<file path="src/rtl/arb_pkg.sv">
// Shared constants and helpers for the arbitrating multiplexer.
package arb_pkg;

  localparam logic MODE_RR    = 1'b0;
  localparam logic MODE_FIXED = 1'b1;

  // Ceiling log2; returns 0 for values of 0 or 1.
  function automatic int unsigned clog2(input int unsigned v);
    int unsigned r;
    int unsigned x;
    r = 0;
    x = (v > 0) ? v - 1 : 0;
    for (int unsigned i = 0; i < 32; i++) begin
      if (x != 0) begin
        r = r + 1;
        x = x >> 1;
      end
    end
    return r;
  endfunction

endpackage

</file>
<file path="src/rtl/arb_mux_rr_pick.sv">
// Combinational grant picker: round-robin from ptr, or fixed priority from 0.
module rr_pick
  import arb_pkg::*;
#(
  parameter int NUM_CH = 4,
  localparam int CH_W  = (clog2(NUM_CH) < 1) ? 1 : clog2(NUM_CH)
) (
  input  logic [NUM_CH-1:0] req,
  input  logic [CH_W-1:0]   ptr,
  input  logic              mode,
  output logic [CH_W-1:0]   gnt_idx,
  output logic              gnt_any
);

  logic [CH_W-1:0]     base;
  logic [2*NUM_CH-1:0] dbl;
  logic                found;

  // The lower copy is masked below the start point; the upper copy supplies
  // the wrapped-around candidates, so the first set bit is the circular winner.
  always_comb begin
    base    = (mode == MODE_FIXED) ? '0 : ptr;
    dbl     = {req, req} & ({(2*NUM_CH){1'b1}} << base);
    gnt_idx = '0;
    found   = 1'b0;
    for (int unsigned i = 0; i < 2 * NUM_CH; i++) begin
      if (!found && dbl[i]) begin
        found   = 1'b1;
        gnt_idx = CH_W'(i % NUM_CH);
      end
    end
    gnt_any = |req;
  end

endmodule

</file>
<file path="src/rtl/arb_mux.sv">
// N:1 valid/ready multiplexer with round-robin or fixed-priority arbitration
// and a single registered output stage.
module arb_mux
  import arb_pkg::*;
#(
  parameter int WIDTH  = 32,
  parameter int NUM_CH = 4,
  localparam int CH_W  = (clog2(NUM_CH) < 1) ? 1 : clog2(NUM_CH)
) (
  input  logic                    clk,
  input  logic                    rst,
  input  logic                    prio_mode,
  input  logic [NUM_CH-1:0]       in_valid,
  output logic [NUM_CH-1:0]       in_ready,
  input  logic [NUM_CH*WIDTH-1:0] in_data,
  output logic                    out_valid,
  input  logic                    out_ready,
  output logic [WIDTH-1:0]        out_data,
  output logic [CH_W-1:0]         out_ch
);

  logic [CH_W-1:0]  rr_ptr;
  logic [CH_W-1:0]  gnt_idx;
  logic             gnt_any;
  logic             free;
  logic             take;
  logic [WIDTH-1:0] sel_data;

  rr_pick #(.NUM_CH(NUM_CH)) u_pick (
    .req     (in_valid),
    .ptr     (rr_ptr),
    .mode    (prio_mode),
    .gnt_idx (gnt_idx),
    .gnt_any (gnt_any)
  );

  // Accept decode and selected-channel data.
  always_comb begin
    free     = !out_valid || out_ready;
    take     = free && gnt_any;
    in_ready = '0;
    if (take && !rst) in_ready = NUM_CH'(1) << gnt_idx;
    sel_data = '0;
    for (int unsigned i = 0; i < NUM_CH; i++) begin
      if (gnt_idx == CH_W'(i)) sel_data = in_data[i*WIDTH +: WIDTH];
    end
  end

  // Output register: load on grant, drain on downstream accept, else hold.
  always_ff @(posedge clk or posedge rst) begin
    if (rst) begin
      out_valid <= 1'b0;
      out_data  <= '0;
      out_ch    <= '0;
    end else if (take) begin
      out_valid <= 1'b1;
      out_data  <= sel_data;
      out_ch    <= gnt_idx;
    end else if (out_valid && out_ready) begin
      out_valid <= 1'b0;
    end
  end

  // Round-robin pointer advances past the winner only in round-robin mode.
  always_ff @(posedge clk or posedge rst) begin
    if (rst) begin
      rr_ptr <= '0;
    end else if (take && prio_mode == MODE_RR) begin
      rr_ptr <= (gnt_idx == CH_W'(NUM_CH - 1)) ? '0 : gnt_idx + 1'b1;
    end
  end

endmodule

</file>
<file path="config.mk">
export PLATFORM = sky130hd
export DESIGN_NAME = arb_mux
export DESIGN_NICKNAME = d
export VERILOG_FILES = /design/src/rtl/arb_pkg.sv /design/src/rtl/arb_mux_rr_pick.sv /design/src/rtl/arb_mux.sv
export SDC_FILE = /design/constraint.sdc
export NUM_CORES = 1
export LEC_CHECK = 0
export ABC_AREA = 1
export CAP_MARGIN = 10
export CORE_MARGIN = 8
export CORE_UTILIZATION = 32
export DETAILED_ROUTE_END_ITERATION = 8
export PLACE_DENSITY = 0.75
export SKIP_LAST_GASP = 1
export SLEW_MARGIN = 20
export SYNTH_ARGS = -nofsm -noshare
export SYNTH_HDL_FRONTEND = slang
export SYNTH_SLANG_ARGS = --single-unit
</file>
<file path="constraint.sdc">
create_clock -name clk -period 2 [get_ports clk]
set_clock_uncertainty 0.15 [all_clocks]
set_input_delay 0.3 -clock clk [delete_from_list [all_inputs] [get_ports clk]]
set_output_delay 0.3 -clock clk [all_outputs]
set_load 0.03 [all_outputs]
</file>
==> impl_metrics.py, run 1 <==
metrics = {
    "status": {
        "status": "finished, violations left",
        "failed_checks": "negative setup slack",
    },
    "yosys": {
        "synth_edf_count": 0,
        "ys_seq_elements": 37,
        "netlist-cell-type-count": 20,
        "syn_inst": 350,
        "netlist_area_um2": 2507,
        "syn-num-nets": 490,
        "ys.flop_type": "dfrtp_1",
        "syn_area_per_cell_um2": 7.164,
        "yosysSeqAreaShare_pct": 36.93,
        "ys_async_sr_fraction_pct": 100.0,
        "ys_warn_count": 0,
    },
    "placement": {
        "io_buffers": 174,
        "gp_congestion": 0.8401,
        "dp_cells": 627,
        "post-dp-hpwl_mm": 8.328,
        "dp_slack_ps": -624.6,
    },
    "global_route": {
        "grt_use_met1_pct": 19.34,
        "grt_busiest_layer": "met2",
        "overflow": 0,
        "grt_pass1_wl_mm": 17.47,
        "use_met2_pct": 37.30,
        "grt_pass1_vias": 3533,
        "grtUsageTotal_pct": 19.47,
        "antenna_found_initial": 0,
        "grtUsageMet3_pct": 6.815,
        "grt_max_degree": 38,
    },
    "cts": {
        "cts_made_buffers": 5,
        "cts_htree_levels": 2,
        "holdBufCountCts": 0,
        "path_clk_slew_ps": 80,
        "root_buffer": "clkbuf_8",
        "insertion_delay_ps": 280,
        "clockBufferDepth": 2,
        "cts_tree": "built",
        "cts.sinks": 37,
    },
    "layout": {
        "nets": 686,
        "finalNonFillerCells": 649,
        "final_layout_size_suffix_gt1_share_pct": 18.28,
        "syn_to_final_growth_pct": 97.21,
        "fillerInstances": 653,
        "n_antenna_cell": 0,
    },
    "drt": {
        "wire_per_inst_um": 17.30,
        "viasPerCell": 5.046,
        "first_iter_violations": 128,
        "drt_pre_antenna_iters": 4,
        "wirelength_mm": 11.23,
        "ant_nets": 0,
        "drc": 0,
        "via_count": 3275,
    },
    "setup_path": {
        "worstPathMaxFanout": 8,
        "end_kind": "flop",
        "slowest_delay_ps": 400,
        "critPathKind": "flop to flop",
        "crit_top_cell": "nand2_1",
        "cp.depth": 16,
        "r2r_cells": 16,
        "crit_chain": "nand2_1 > nand2_1 > nand2_1 > nand2_2 > nand4_1 > nand2_2 > inv_4 > ha_4 > inv_4 > buf_6 > nor2_8 > buf_12 > nand2_2 > nand2_1 > o211ai_1 > a21oi_1",
        "path_buf_inv": 4,
        "required_ps": 2030,
        "crit_family": "simple AND/OR/NAND/NOR gates",
        "cp.arrival_ps": 2350,
        "cpMaxStageDelayCell": "dfrtp_1",
        "critPathLaunchType": "flop",
    },
    "die": {
        "die_x_um": 104.5,
        "die-area_um2": 10920,
        "ios": 175,
        "core_um2": 7647,
        "die-height_um": 104.5,
        "fp-row-count": 32,
        "initial_core_util_pct": 32.79,
    },
    "timing": {
        "fmax_mhz": 430.8,
        "tightest_slew_ps": 498.1,
        "slew_violations": 0,
        "fin_ws_ps": -321.5,
        "finalCriticalPeriod_ps": 2322,
        "rsz0062_at_grt": "true",
        "finalSetupViolations": 36,
        "hold_viol": 0,
        "post-route-period-util_pct": 116.1,
        "slew_headroom_pct": 66.80,
    },
    "worst_hold_path": {
        "hp-class": "flop to flop",
        "whs_path_depth": 2,
    },
    "run": {
        "maxCapViolations": 0,
    },
    "pwr": {
        "ir_drop_uv": 523.9,
        "p_leak_nw": 2.115,
        "p_sw_share_pct": 42.88,
        "switchingPower_mw": 1.898,
        "pwr-share-clk_pct": 11.5,
        "power_density_nw_per_um2": 895.3,
        "seqPwrFrac_pct": 25.5,
        "power.internal_mw": 2.529,
        "comb_power_share_pct": 63.0,
    },
}
## layout by cell type, fill, tap and decap left out
cell	n
clkdlybuf4s50_1	166
a21oi_1	95
nand2_1	63
dfrtp_1	37
o211ai_1	33
nor2_1	33
buf_4	31
nand2_2	14
nand2_4	10
buf_12	8
buf_6	6
inv_1	5
inv_4	5
nand3_1	5
clkbuf_8	5
inv_2	4
nor2_4	4
ha_4	4
dlygate4sd2_1	4
clkbuf_1	3
a21oi_2	2
o21ai_0	2
nand4_2	1
nor2_8	1
nand3_2	1
nand4_1	1
nor3_2	1
o21ai_4	1
clkinvlp_4	1
clkbuf_16	1
## worst reg2reg max path, cell delays in order, from the launching register on
cell and delay, ps:
dfrtp_1 400, nand2_1 80, nand2_1 50, nand2_1 70
nand2_2 80, nand4_1 130, nand2_2 140, inv_4 110
ha_4 140, inv_4 40, buf_6 110, nor2_8 130
buf_12 180, nand2_2 50, nand2_1 50, o211ai_1 80
a21oi_1 220
## metal layers
metal	wire, µm	vias up
li1	-	1581
met1	4126	1523
met2	5935	155
met3	1027	16
met4	140	0
met5	0	-
## flip-flops by register name (all words and copies together), names as in the netlist
register	flops
rr_ptr	2
out_data	32
out_ch	2
out_valid	1
## cell type report
type                       count  area, µm²  area share [%]
timing repair buffer         216       2182           44.13
multi-input combinational    271       1556           31.48
sequential                    37      925.9           18.72
tap                          102      127.6           2.581
clock buffer                   8      80.08           1.619
inverter                      15      72.57           1.468
## stage by stage
step	cell area [µm²]	util (%)	hold slack, ps	power, mW	setup TNS (ps)
floorplan	2549	-	114.0	2.541	-7.247
global route	4945	64.66	373.9	4.695	-13890
global placement	4517	59.06	318.9	3.623	-18450
finish	4945	64.66	339.6	4.427	-8361
detailed placement	4517	59.06	318.7	3.663	-21070
CTS	4755	62.17	340.8	4.297	-8035
## Yosys cell counts, types with 2 or more instances
cell      number  area (µm²)
a21oi_1       97       485.5
buf_2         16       80.08
o21ai_0        3       15.01
nand3_1        6       30.03
nand2_1       86       322.8
o211ai_1      33       247.7
nor2_1        37       138.9
inv_1         13       48.80
buf_6          6       67.56
buf_4          3       22.52
dfrtp_1       37       925.9
clkbuf_1       2       7.510
ha_1           4       50.05
## logic make-up after synthesis
| group | synth area share, % |
|---|---|
| compound gates | 29.84 |
| buf+inv | 9.431 |
| simple gates | 21.81 |
| flops | 36.93 |
| fa+ha+maj | 1.996 |
## power by group through the flow
stage               registers (mW)  logic, mW  clock network, mW
finish                        1.13       2.79              0.509
global route                  1.16       2.97              0.557
CTS                           1.13       2.64              0.530
detailed placement            1.14       2.53                  0
global placement              1.13       2.50                  0
floorplan                     1.59      0.954                  0
## final timing paths
path                                            start                  endpoint  slack [ps]
max in group asynchronous                         rst   out_data[5]$_DFFE_PP0P_         960
worst max register to register  rr_ptr[0]$_DFFE_PP0P_  out_data[30]$_DFFE_PP0P_        -320
worst min-delay path            out_ch[1]$_DFFE_PP0P_     out_ch[1]$_DFFE_PP0P_         340
worst max-delay path            rr_ptr[0]$_DFFE_PP0P_  out_data[30]$_DFFE_PP0P_        -320
worst min register to register  out_ch[1]$_DFFE_PP0P_     out_ch[1]$_DFFE_PP0P_         340
min in group asynchronous                         rst  out_data[30]$_DFFE_PP0P_         400
## timing repair
| action | CTS | global route |
|---|---|---|
| pin swaps | 11 | 16 |
| gates resized for setup | 31 | 37 |
| buffers inserted | 8 | 6 |
| setup endpoints to repair | 37 | 37 |
| gates cloned | 0 | 1 |
Note: power is estimated with default switching activity, not from simulation.
==> run 2: changes to the inputs <==
Settings changed: CAP_MARGIN 10 to default, CTS_CLUSTER_SIZE from default to 28.
==> results of run 2 <==
Same layout as run 1: the final DEF is identical, and so are final timing and power.
==> run 3: changes to the inputs <==
Settings changed: CAP_MARGIN from default to 20.
==> results of run 3 <==
Same layout as run 1: the final DEF is identical, and so are final timing and power.
